File: config.mk
export PLATFORM = sky130hd
export DESIGN_NAME = ternary_weight_pingpong_buffer
export DESIGN_NICKNAME = d
export VERILOG_FILES = /design/src/rtl/ternary_weight_pingpong_buffer_pkg.sv /design/src/rtl/ternary_weight_pingpong_buffer_wbuf_bank_ram.sv /design/src/rtl/ternary_weight_pingpong_buffer.sv
export SDC_FILE = /design/constraint.sdc
export NUM_CORES = 2
export LEC_CHECK = 0
export CAP_MARGIN = 10
export CORE_ASPECT_RATIO = 1.2
export CORE_MARGIN = 10
export CORE_UTILIZATION = 60
export CTS_BUF_LIST = sky130_fd_sc_hd__clkbuf_8
export DETAILED_ROUTE_END_ITERATION = 10
export PLACE_DENSITY = 0.8
export SYNTH_ARGS = -nofsm -noshare
export SYNTH_HDL_FRONTEND = slang
export SYNTH_MEMORY_MAX_BITS = 65536
export SYNTH_SLANG_ARGS = --single-unit
File: constraint.sdc
create_clock -name clk -period 29.3 [get_ports clk]
set_input_delay 2.93 -clock clk [delete_from_list [all_inputs] [get_ports clk]]
set_output_delay 2.93 -clock clk [all_outputs]
set_load 0.02 [all_outputs]
File: src/rtl/ternary_weight_pingpong_buffer_pkg.sv
// ============================================================================
// Module   : ternary_weight_pingpong_buffer_pkg
// Brief    : Shared defaults, bank-state encoding and helpers for the
//            ternary weight ping-pong buffer.
// Revision : 1.0 - initial release
// ============================================================================
`default_nettype none

package ternary_weight_pingpong_buffer_pkg;

  localparam int TN_DEF           = 4;
  localparam int KERNEL_SIZE_DEF  = 3;
  localparam int KERNEL_WIDTH_DEF = 2;
  localparam int DEPTH_DEF        = 32;

  // Life cycle of one bank: filled by the loader, then consumed by the datapath
  typedef enum logic [1:0] {
    WB_EMPTY   = 2'd0,
    WB_LOADING = 2'd1,
    WB_READY   = 2'd2
  } wb_state_e;

  // A zero or oversized request means "fill the whole bank"
  function automatic int clamp_load_count(input int req, input int depth);
    return ((req == 0) || (req > depth)) ? depth : req;
  endfunction

endpackage

`default_nettype wire

File: src/rtl/ternary_weight_pingpong_buffer_wbuf_bank_ram.sv
// ============================================================================
// Module   : wbuf_bank_ram
// Brief    : One weight bank: DEPTH x WORD_W storage with a single write port
//            and a single registered read port. Contents are not reset.
// Revision : 1.0 - initial release
// ============================================================================
`default_nettype none

module wbuf_bank_ram #(
  parameter int DEPTH  = 32,
  parameter int WORD_W = 72,
  parameter int AW     = 5
) (
  input  logic              clk,
  input  logic              we_i,
  input  logic [AW-1:0]     waddr_i,
  input  logic [WORD_W-1:0] wdata_i,
  input  logic              re_i,
  input  logic [AW-1:0]     raddr_i,
  output logic [WORD_W-1:0] rdata_o
);

  logic [WORD_W-1:0] mem_q [DEPTH];
  logic [WORD_W-1:0] rdata_q;

  // Write port: one word per accepted loader beat
  always_ff @(posedge clk) begin
    if (we_i) begin
      mem_q[waddr_i] <= wdata_i;
    end
  end

  // Read port: output register only updates on an actual read
  always_ff @(posedge clk) begin
    if (re_i) begin
      rdata_q <= mem_q[raddr_i];
    end
  end

  assign rdata_o = rdata_q;

endmodule

`default_nettype wire

File: src/rtl/ternary_weight_pingpong_buffer.sv
// ============================================================================
// Module   : ternary_weight_pingpong_buffer
// Brief    : Two-bank ternary weight buffer. The loader fills the write bank
//            while the datapath reads the other bank with 1-cycle latency.
//            Optional macro WBUF_STALL_CNT_EN adds a saturating 32-bit
//            stall_cycles counter (read requested while no bank is ready).
// Revision : 1.0 - initial release
// ============================================================================
`default_nettype none

module ternary_weight_pingpong_buffer
  import ternary_weight_pingpong_buffer_pkg::*;
#(
  parameter int TN           = TN_DEF,
  parameter int KERNEL_SIZE  = KERNEL_SIZE_DEF,
  parameter int KERNEL_WIDTH = KERNEL_WIDTH_DEF,
  parameter int DEPTH        = DEPTH_DEF,
  parameter int WORD_W       = TN * KERNEL_SIZE * KERNEL_SIZE * KERNEL_WIDTH,
  parameter int AW           = $clog2(DEPTH)
) (
  input  logic              clk,
  input  logic              rst,
  input  logic              load_start,
  input  logic [AW:0]       load_count,
  output logic              load_start_ready,
  input  logic              load_valid,
  input  logic [WORD_W-1:0] load_data,
  output logic              load_ready,
  output logic              load_done,
  input  logic [15:0]       weight_addr,
  input  logic              weight_read_en,
  output logic [WORD_W-1:0] weight_wire,
  output logic              weight_valid,
  output logic              weights_ready,
`ifdef WBUF_STALL_CNT_EN
  output logic [31:0]       stall_cycles,
`endif
  input  logic              tile_release,
  output logic              oor_err
);

  // Bank bookkeeping
  wb_state_e         state_q [2];
  logic [AW:0]       cnt_q   [2];
  logic              wr_bank_q;
  logic              rd_bank_q;
  logic [AW-1:0]     wptr_q;
  logic              load_done_q;

  // Read pipeline stage
  logic              rd_hit_q;
  logic              rd_oor_q;
  logic              rd_miss_q;
  logic              rd_sel_q;
  logic              oor_q;
  logic [WORD_W-1:0] wire_hold_q;

  logic [WORD_W-1:0] ram_rdata [2];

  logic              beat;
  logic              last_beat;
  logic [AW-1:0]     rd_addr;
  logic              rd_req;
  logic              rd_in_range;
  logic              rd_mem;
  logic [AW:0]       clamped_cnt;

  // Handshake status comes straight from registered bank state
  assign load_start_ready = (state_q[wr_bank_q] == WB_EMPTY);
  assign load_ready       = (state_q[wr_bank_q] == WB_LOADING);
  assign weights_ready    = (state_q[rd_bank_q] == WB_READY);

  assign beat        = load_valid && load_ready;
  assign last_beat   = beat && ({1'b0, wptr_q} == (cnt_q[wr_bank_q] - 1'b1));
  assign clamped_cnt = (AW+1)'(clamp_load_count(int'(load_count), DEPTH));

  // Only the low address bits select a word; range is checked against the
  // bank's loaded count so partially filled banks flag stale reads
  assign rd_addr     = weight_addr[AW-1:0];
  assign rd_req      = weight_read_en && weights_ready;
  assign rd_in_range = ({1'b0, rd_addr} < cnt_q[rd_bank_q]);
  assign rd_mem      = rd_req && rd_in_range;

  for (genvar b = 0; b < 2; b++) begin : g_bank
    wbuf_bank_ram #(
      .DEPTH  (DEPTH),
      .WORD_W (WORD_W),
      .AW     (AW)
    ) u_ram (
      .clk     (clk),
      .we_i    (beat && (wr_bank_q == 1'(b))),
      .waddr_i (wptr_q),
      .wdata_i (load_data),
      .re_i    (rd_mem && (rd_bank_q == 1'(b))),
      .raddr_i (rd_addr),
      .rdata_o (ram_rdata[b])
    );
  end

  // Bank state machines and ping-pong pointers. Load and release act on
  // different banks (LOADING vs READY), so both may fire in one cycle.
  always_ff @(posedge clk) begin
    if (rst) begin
      state_q[0]  <= WB_EMPTY;
      state_q[1]  <= WB_EMPTY;
      cnt_q[0]    <= '0;
      cnt_q[1]    <= '0;
      wr_bank_q   <= 1'b0;
      rd_bank_q   <= 1'b0;
      wptr_q      <= '0;
      load_done_q <= 1'b0;
    end else begin
      load_done_q <= last_beat;
      if (load_start && load_start_ready) begin
        state_q[wr_bank_q] <= WB_LOADING;
        cnt_q[wr_bank_q]   <= clamped_cnt;
        wptr_q             <= '0;
      end else if (beat) begin
        wptr_q <= wptr_q + 1'b1;
        if (last_beat) begin
          state_q[wr_bank_q] <= WB_READY;
          wr_bank_q          <= ~wr_bank_q;
        end
      end
      if (tile_release && weights_ready) begin
        state_q[rd_bank_q] <= WB_EMPTY;
        rd_bank_q          <= ~rd_bank_q;
      end
    end
  end

  // Capture read outcome; the bank select is latched so a read issued with
  // tile_release still returns the old bank's word
  always_ff @(posedge clk) begin
    if (rst) begin
      rd_hit_q    <= 1'b0;
      rd_oor_q    <= 1'b0;
      rd_miss_q   <= 1'b0;
      rd_sel_q    <= 1'b0;
      oor_q       <= 1'b0;
      wire_hold_q <= '0;
    end else begin
      rd_hit_q    <= rd_mem;
      rd_oor_q    <= rd_req && !rd_in_range;
      rd_miss_q   <= weight_read_en && !weights_ready;
      rd_sel_q    <= rd_bank_q;
      wire_hold_q <= weight_wire;
      if (rd_req && !rd_in_range) begin
        oor_q <= 1'b1;
      end
    end
  end

  // Hit returns RAM data, failed/out-of-range reads return zero, idle holds
  always_comb begin
    weight_wire = wire_hold_q;
    if (rd_hit_q) begin
      weight_wire = ram_rdata[rd_sel_q];
    end else if (rd_oor_q || rd_miss_q) begin
      weight_wire = '0;
    end
  end

  assign weight_valid = rd_hit_q || rd_oor_q;
  assign load_done    = load_done_q;
  assign oor_err      = oor_q;

`ifdef WBUF_STALL_CNT_EN
  logic [31:0] stall_q;

  // Count cycles the datapath asks for weights that are not there yet
  always_ff @(posedge clk) begin
    if (rst) begin
      stall_q <= '0;
    end else if (weight_read_en && !weights_ready && (stall_q != '1)) begin
      stall_q <= stall_q + 32'd1;
    end
  end

  assign stall_cycles = stall_q;
`endif

endmodule

`default_nettype wire

Word-level counts from Yosys, hierarchy flattened
Memories as Yosys holds them, arrays and structs flattened. A register that Yosys moved wholly into a read port is not among the register bits.
Cells that the tools add are included.

storage, ports and cells
  memory bits (writable) = 4624
  word-level logic and storage cells = 92
  latch bits = 0
  memory bits (read-only) = 0
  memories = 4
  flip-flop bits (word level) = 85
  output and inout port bits = 78

memories
  memory                 depth  width  read ports  clocked after memory_dff  write ports  RTL line                                            text
  g_bank[0].u_ram.mem_q  32     72     1           1                         1            ternary_weight_pingpong_buffer_wbuf_bank_ram.sv:23  logic [WORD_W-1:0] mem_q [DEPTH];
  g_bank[1].u_ram.mem_q  32     72     1           1                         1            ternary_weight_pingpong_buffer_wbuf_bank_ram.sv:23
  cnt_q                  2      6      2           2                         2            ternary_weight_pingpong_buffer.sv:44                logic [AW:0] cnt_q [2];
  state_q                2      2      2           2                         2            ternary_weight_pingpong_buffer.sv:43                wb_state_e state_q [2];

operators by class
  muxes and demuxes = 41
  add/sub/neg operators = 2
  bitwise gates (word level) = 5
  reductions and logical operators = 24
  divide/modulo/power cells = 0
  eq/ne operators = 3
  multiply operators = 0
  shift operators = 0
  order comparisons = 3

operator list
  kind                   count
  $mux W72               5
  $mux W1                31
  $logic_and A1 B1 Y1    12
  $mux W6                2
  $eq A5 B6 Y1           1
  $gt A6 B6 Y1 const B   1
  $logic_not A6 Y1       1
  $lt A5 B6 Y1           1
  $mux W2                3
  $reduce_or A2 Y1       3
  $reduce_or A6 Y1       1
  $sub A6 B1 Y6 const B  1
  $add A5 B1 Y5 const B  1
  $logic_or A1 B1 Y1     3
  $not A1 Y1             3
  $reduce_and A3 Y1      1
  $eq A2 B1 Y1 const B   1
  $eq A2 B2 Y1 const B   1
  $ge A2 B2 Y1 const B   1
  $logic_not A1 Y1       2
  $logic_not A2 Y1       1
  $not A1 Y2             1
  $or A1 B1 Y1           1

Logic depth before layout (Yosys ltp)
  depth after elaboration = 11
  mapped depth = 9

Modules after synthesis
A second synthesis with hierarchy kept.

second synthesis, totals
  cells, all modules = 8907
  area, all modules = 184919.9 um^2

by module, submodules not included
  module                          cells each  times used  area each (um^2)  sequential area each (um^2)
  wbuf_bank_ram                   4208        2           89836.2           71348.4
  ternary_weight_pingpong_buffer  491         1           5247.5            2182.1

Worst setup path before layout
Ideal clock, no wire load.

  path type = input -> register
  start point = in weight_addr[0]
  end point = reg g_bank[1].u_ram.rdata_q[0], read port of g_bank[1].u_ram.mem_q, enable pin
  stages on the path = 7
  path slack = 17.785 ns
  path buffers = 4
  arrival time = 10.835 ns
  cells stage by stage = buf_2 buf_2 buf_2 buf_2 o211ai_1 a21oi_1 nor4_1

on the way
  longest elaborated chain between the ends = 3

RTL lines
  item                      RTL line                                            text
  start: declaration        ternary_weight_pingpong_buffer.sv:30                input logic [15:0] weight_addr,
  $lt A5 B6 Y1              ternary_weight_pingpong_buffer.sv:81                assign rd_in_range = ({1'b0, rd_addr} < cnt_q[rd_bank_q]);
  $logic_and A1 B1 Y1       ternary_weight_pingpong_buffer.sv:82                assign rd_mem = rd_req && rd_in_range;
  $logic_and A1 B1 Y1       ternary_weight_pingpong_buffer.sv:94                .re_i (rd_mem && (rd_bank_q == 1'(b))),
  via g_bank[1].u_ram.re_i  ternary_weight_pingpong_buffer_wbuf_bank_ram.sv:18  input logic re_i,
  end: declaration          ternary_weight_pingpong_buffer_wbuf_bank_ram.sv:24  logic [WORD_W-1:0] rdata_q;

The timed path passes the listed nets, and every way through them passes these cells.
A chain may end at the register's enable or synchronous reset.

Final worst setup path
  start point = in weight_addr[0]
  end point = reg g_bank[0].u_ram.rdata_q[63], read port of g_bank[0].u_ram.mem_q (data pin)

on the way
  longest elaborated chain between the ends = 3

RTL lines
  item                 RTL line
  $lt A5 B6 Y1         ternary_weight_pingpong_buffer.sv:81
  $logic_and A1 B1 Y1  ternary_weight_pingpong_buffer.sv:82
  $logic_and A1 B1 Y1  ternary_weight_pingpong_buffer.sv:94
  end: declaration     ternary_weight_pingpong_buffer_wbuf_bank_ram.sv:24

Parallel ways exist; a longest one is shown, timed or not.

==> impl.org <==
** Placed design
- In this run, placement finished with an instance count of about 11000.
- Routability cong. :: between 0.7 and 0.8
- After legalization and detailed placement, the total HPWL measured 239000 µm.
- Count of input and output buffers :: between 150 and 200

** Power
- The worst-case IR drop observed on VDD is around 0.04 mV.
- The analysis attributes to cell leakage a power of roughly 64 nW.
- P per Cell Area :: approximately 65 nW/µm²

** Status
- Outcome :: complete, no violations

** Synthesis
- Flip-flop cell with the highest count after synthesis :: sky130_fd_sc_hd__edfxtp_1
- List of most frequent post-synthesis cells :: 4764 x sky130_fd_sc_hd__edfxtp_1, 1406 x sky130_fd_sc_hd__mux4_2, 218 x sky130_fd_sc_hd__mux2_2, 217 x sky130_fd_sc_hd__clkbuf_1, 132 x sky130_fd_sc_hd__buf_2
- Yosys attributes the largest share of cell area to sky130_fd_sc_hd__edfxtp_1 78%, sky130_fd_sc_hd__mux4_2 17%, sky130_fd_sc_hd__mux2_2 1.3%.
- During synthesis, Yosys emitted a total of 0 warnings.
- Number of enable flip-flop cells after synthesis :: 4764
- Most frequent cell after synthesis :: sky130_fd_sc_hd__edfxtp_1
- Synth top area share :: 0.777
- Summed over all instances, the cell type with the most area after synthesis is sky130_fd_sc_hd__edfxtp_1.
- Post-synth cell types :: 44
- Mean Syn Cell Area :: ~25 µm²
- Syn Inst Count :: around 7400
- Post-synthesis net count :: about 7500
- Counting flops and latches in the post-synthesis netlist gives a little under 5000.
- The cell area that synthesis handed to floorplanning was about 180000 µm².
- Share of synthesized registers carrying an async set or reset :: 0
- Sequential area share after synthesis :: 0.787

** Floorplan
- Die extent in y :: approximately 630 µm
- Total core area :: between 300000 and 400000 µm²
- Initial core utilization :: 0.603
- For this design the top-level I/O count stands at roughly 180.
- The floorplan has approximately 220 rows.
- Floorplan die area :: about 330000 µm²
- Measured along the x axis, the die boundary spans about 530 µm.

** Global routing
- First-pass GRT wire length :: 663000 µm
- After global routing, the most crowded layer is met2.
- Vias in the first global route :: 89700
- Met1 Track Usage GR :: 0.367
- For met2 alone, demand over resource in global routing was 0.462.
- The number of antenna violations at the first check in global routing came to 33.
- Met3 track demand over resource :: 0.0636
- Total gr overflow :: 0
- In the global route stage, overall resource usage came out at 0.282.
- Entering global routing, the biggest net connects roughly 140 pins.

** STA
- Max Freq :: ~110 MHz
- Pins Over Slew Limit :: 0
- Max Clock Skew :: roughly 0.1 ns
- Hold is met by about 0.47 ns.
- Setup repair after global routing missed its margin :: false
- Measured against its own limit, the worst slew margin works out to 0.156.
- Setup violations remaining at the end of the flow were counted as 0.
- Total negative slack :: 0 ns
- The total count of hold-check failures in the final report came to 0.
- Final worst path period need :: approximately 9 ns
- Measured slew at the worst slew-check pin :: between 1 and 1.5 ns
- In the finished design, the share of the clock period the worst path needs comes to 0.308.

** Job
- Max_cap viols :: 0

** Critical path
- The slowest stage of the critical path belongs to the cell sky130_fd_sc_hd__buf_4.
- Following the worst setup path forward leads to its endpoint at g_bank[0].u_ram.rdata_o[63].
- Worst path max stage delay :: approximately 0.89 ns
- Cell count of the worst reg-to-reg path :: 7
- Biggest fanout along the worst timing path :: between 100 and 150
- Kind of start point of the critical path :: primary input
- Arr. time, crit path :: roughly 9.9 ns
- In this run the critical register-to-register path is captured at g_bank[1].u_ram.mem_q[28][40].
- Cells traversed along the worst timing path :: buf_16, buf_12, buf_4, buf_12, buf_12, buf_4, buf_4, mux4_2, mux4_2, mux2_2
- Tracing the worst setup path back leads to its startpoint at weight_addr[0].
- The worst setup path is captured at a flop.
- Crit Path Class :: in2reg
- CP Data Required Time :: 30.13 ns
- The setup check on the worst reg-to-reg path leaves a slack of ~24 ns.

** Routing
- The detail route stage leaves a number of antenna-violating nets equal to 0.
- Average wire length per cell after detail routing :: around 37 µm
- After detailed routing, the number of remaining DRC violations is 0.
- In this run, the number of DRC markers left after iteration 0 of detailed routing was 14000.
- Wires add up to between 400000 and 500000 µm.
- The first TritonRoute pass finished after 5 iterations.
- Via-per-instance ratio :: 6.89
- Total via count after detailed routing :: 87300

** Clock network
- After clock tree synthesis, the repair step resized 0 gates.
- After clock tree synthesis, the clock-pin slew on the worst setup and hold paths is 0.06 ns.
- The H-tree was split into 6 levels.
- Clock Latency Late Sink :: 1.09 ns
- In this run, post-CTS hold repair placed 0 buffers.
- Clock tree from TritonCTS :: yes
- Post-CTS timing repair inserted 0 buffers for setup.
- Number of buffers on the longest clock path :: 4
- Cell chosen for the clock root :: sky130_fd_sc_hd__clkbuf_8
- Total CTS buffers :: roughly 700
- Num Clock Sinks :: a little under 5000

** Hold path
- Tightest Hold Check Type :: reg2reg

** Layout
- From synthesis to final layout, the design area changed by 10.9%.
- Share of final-layout standard cells stronger than drive strength 1 :: 0.329
- At the end of the flow, the number of nets in the layout was about 8200.
- The finished layout holds 12700 standard cells, fillers aside.
==> sequential cells by signal, summed over array words and instances (netlist names), named ones only <==
register,count
wr_bank_q,1
rd_miss_q,1
cnt_q,12
rd_hit_q,1
state_q,4
g_bank.u_ram.mem_q,4608
load_done,1
rd_oor_q,1
rd_bank_q,1
rd_sel_q,1
g_bank.u_ram.rdata_o,144
oor_err,1
wptr_q,5
wire_hold_q,72
==> kinds of logic after synthesis <==
family | Yosys count | share of synthesized area
AND/OR/NAND/NOR | 259 | 0.00751
adder cells (fa/ha/maj) | 9 | 0.000612
multiplexers | 1670 | 0.188
flip-flops | 4855 | 0.787
buffers and inverters | 398 | 0.00947
XOR/XNOR | 12 | 0.000571
AO/OA/AOI/OAI | 162 | 0.00654
==> worst max-delay path: cells and delay by family <==
family,cells,cell delay [ns]
buf+inv,7,4.82
mux,3,1.42
==> final cells by class <==
class                           instances  area, µm²
Clock inverter                        529       3030
Fill cell                           17200     101000
Timing Repair Buffer                  389       3340
Tap cell                             4032       5040
Antenna cell                           16       40.0
Sequential cell                      4855     145000
Multi-Input combinational cell       2112      37900
Inverter                                6       22.5
Clock buffer                          718       9880
==> stage by stage <==
stage	total power, mW	area [µm²]	utilization	setup slack [ns]
after global routing	13.6	204000	0.669	19.54
after floorplan	8.13	184000	-	17.78
after CTS	13.3	204000	0.669	20.09
after detailed placement	8.32	191000	0.627	18.94
final	13.2	204000	0.669	20.27
after global placement	8.30	191000	0.627	19.01
==> metal layers <==
layer  wire length [µm]  part of all wire
met5                101           0.00022
met4              24200             0.052
met3              58400              0.12
met2             234000              0.50
met1             150000              0.32
==> where the power goes <==
| part | switching (mW) | internal (mW) |
|---|---|---|
| combinational | 0.301 | 0.240 |
| sequential | 0.00303 | 7.63 |
| clock | 2.54 | 2.50 |
| total | 2.84 | 10.4 |
==> layout by cell type, fill, tap and decap left out, types with 15 or more instances in the layout <==
cell / n
sky130_fd_sc_hd__mux2i_1: 46
sky130_fd_sc_hd__nor2b_1: 107
sky130_fd_sc_hd__diode_2: 16
sky130_fd_sc_hd__clkinv_2: 67
sky130_fd_sc_hd__bufinv_16: 24
sky130_fd_sc_hd__mux4_2: 1406
sky130_fd_sc_hd__mux2_2: 218
sky130_fd_sc_hd__edfxtp_1: 4764
sky130_fd_sc_hd__clkinvlp_4: 17
sky130_fd_sc_hd__clkdlybuf4s50_1: 116
sky130_fd_sc_hd__a21oi_1: 39
sky130_fd_sc_hd__buf_4: 208
sky130_fd_sc_hd__buf_12: 15
sky130_fd_sc_hd__nor2_1: 20
sky130_fd_sc_hd__dfxtp_1: 89
sky130_fd_sc_hd__buf_2: 44
sky130_fd_sc_hd__clkinv_1: 176
sky130_fd_sc_hd__inv_1: 220
sky130_fd_sc_hd__nor2_4: 65
sky130_fd_sc_hd__a211oi_1: 35
sky130_fd_sc_hd__a22o_1: 72
sky130_fd_sc_hd__clkbuf_8: 718
==> worst min-delay path by stage <==
stage	start	slack (ns)	endpoint	cells after the start
global placement	oor_err	0.47	oor_err	2
CTS	oor_err	0.47	oor_err	2
detailed placement	oor_err	0.46	oor_err	2
finish	oor_err	0.47	oor_err	2
global route	oor_err	0.49	oor_err	2
floorplan	state_q[0][1]	0.47	state_q[0][1]	2
No activity file was read; power rests on OpenSTA's default activity.
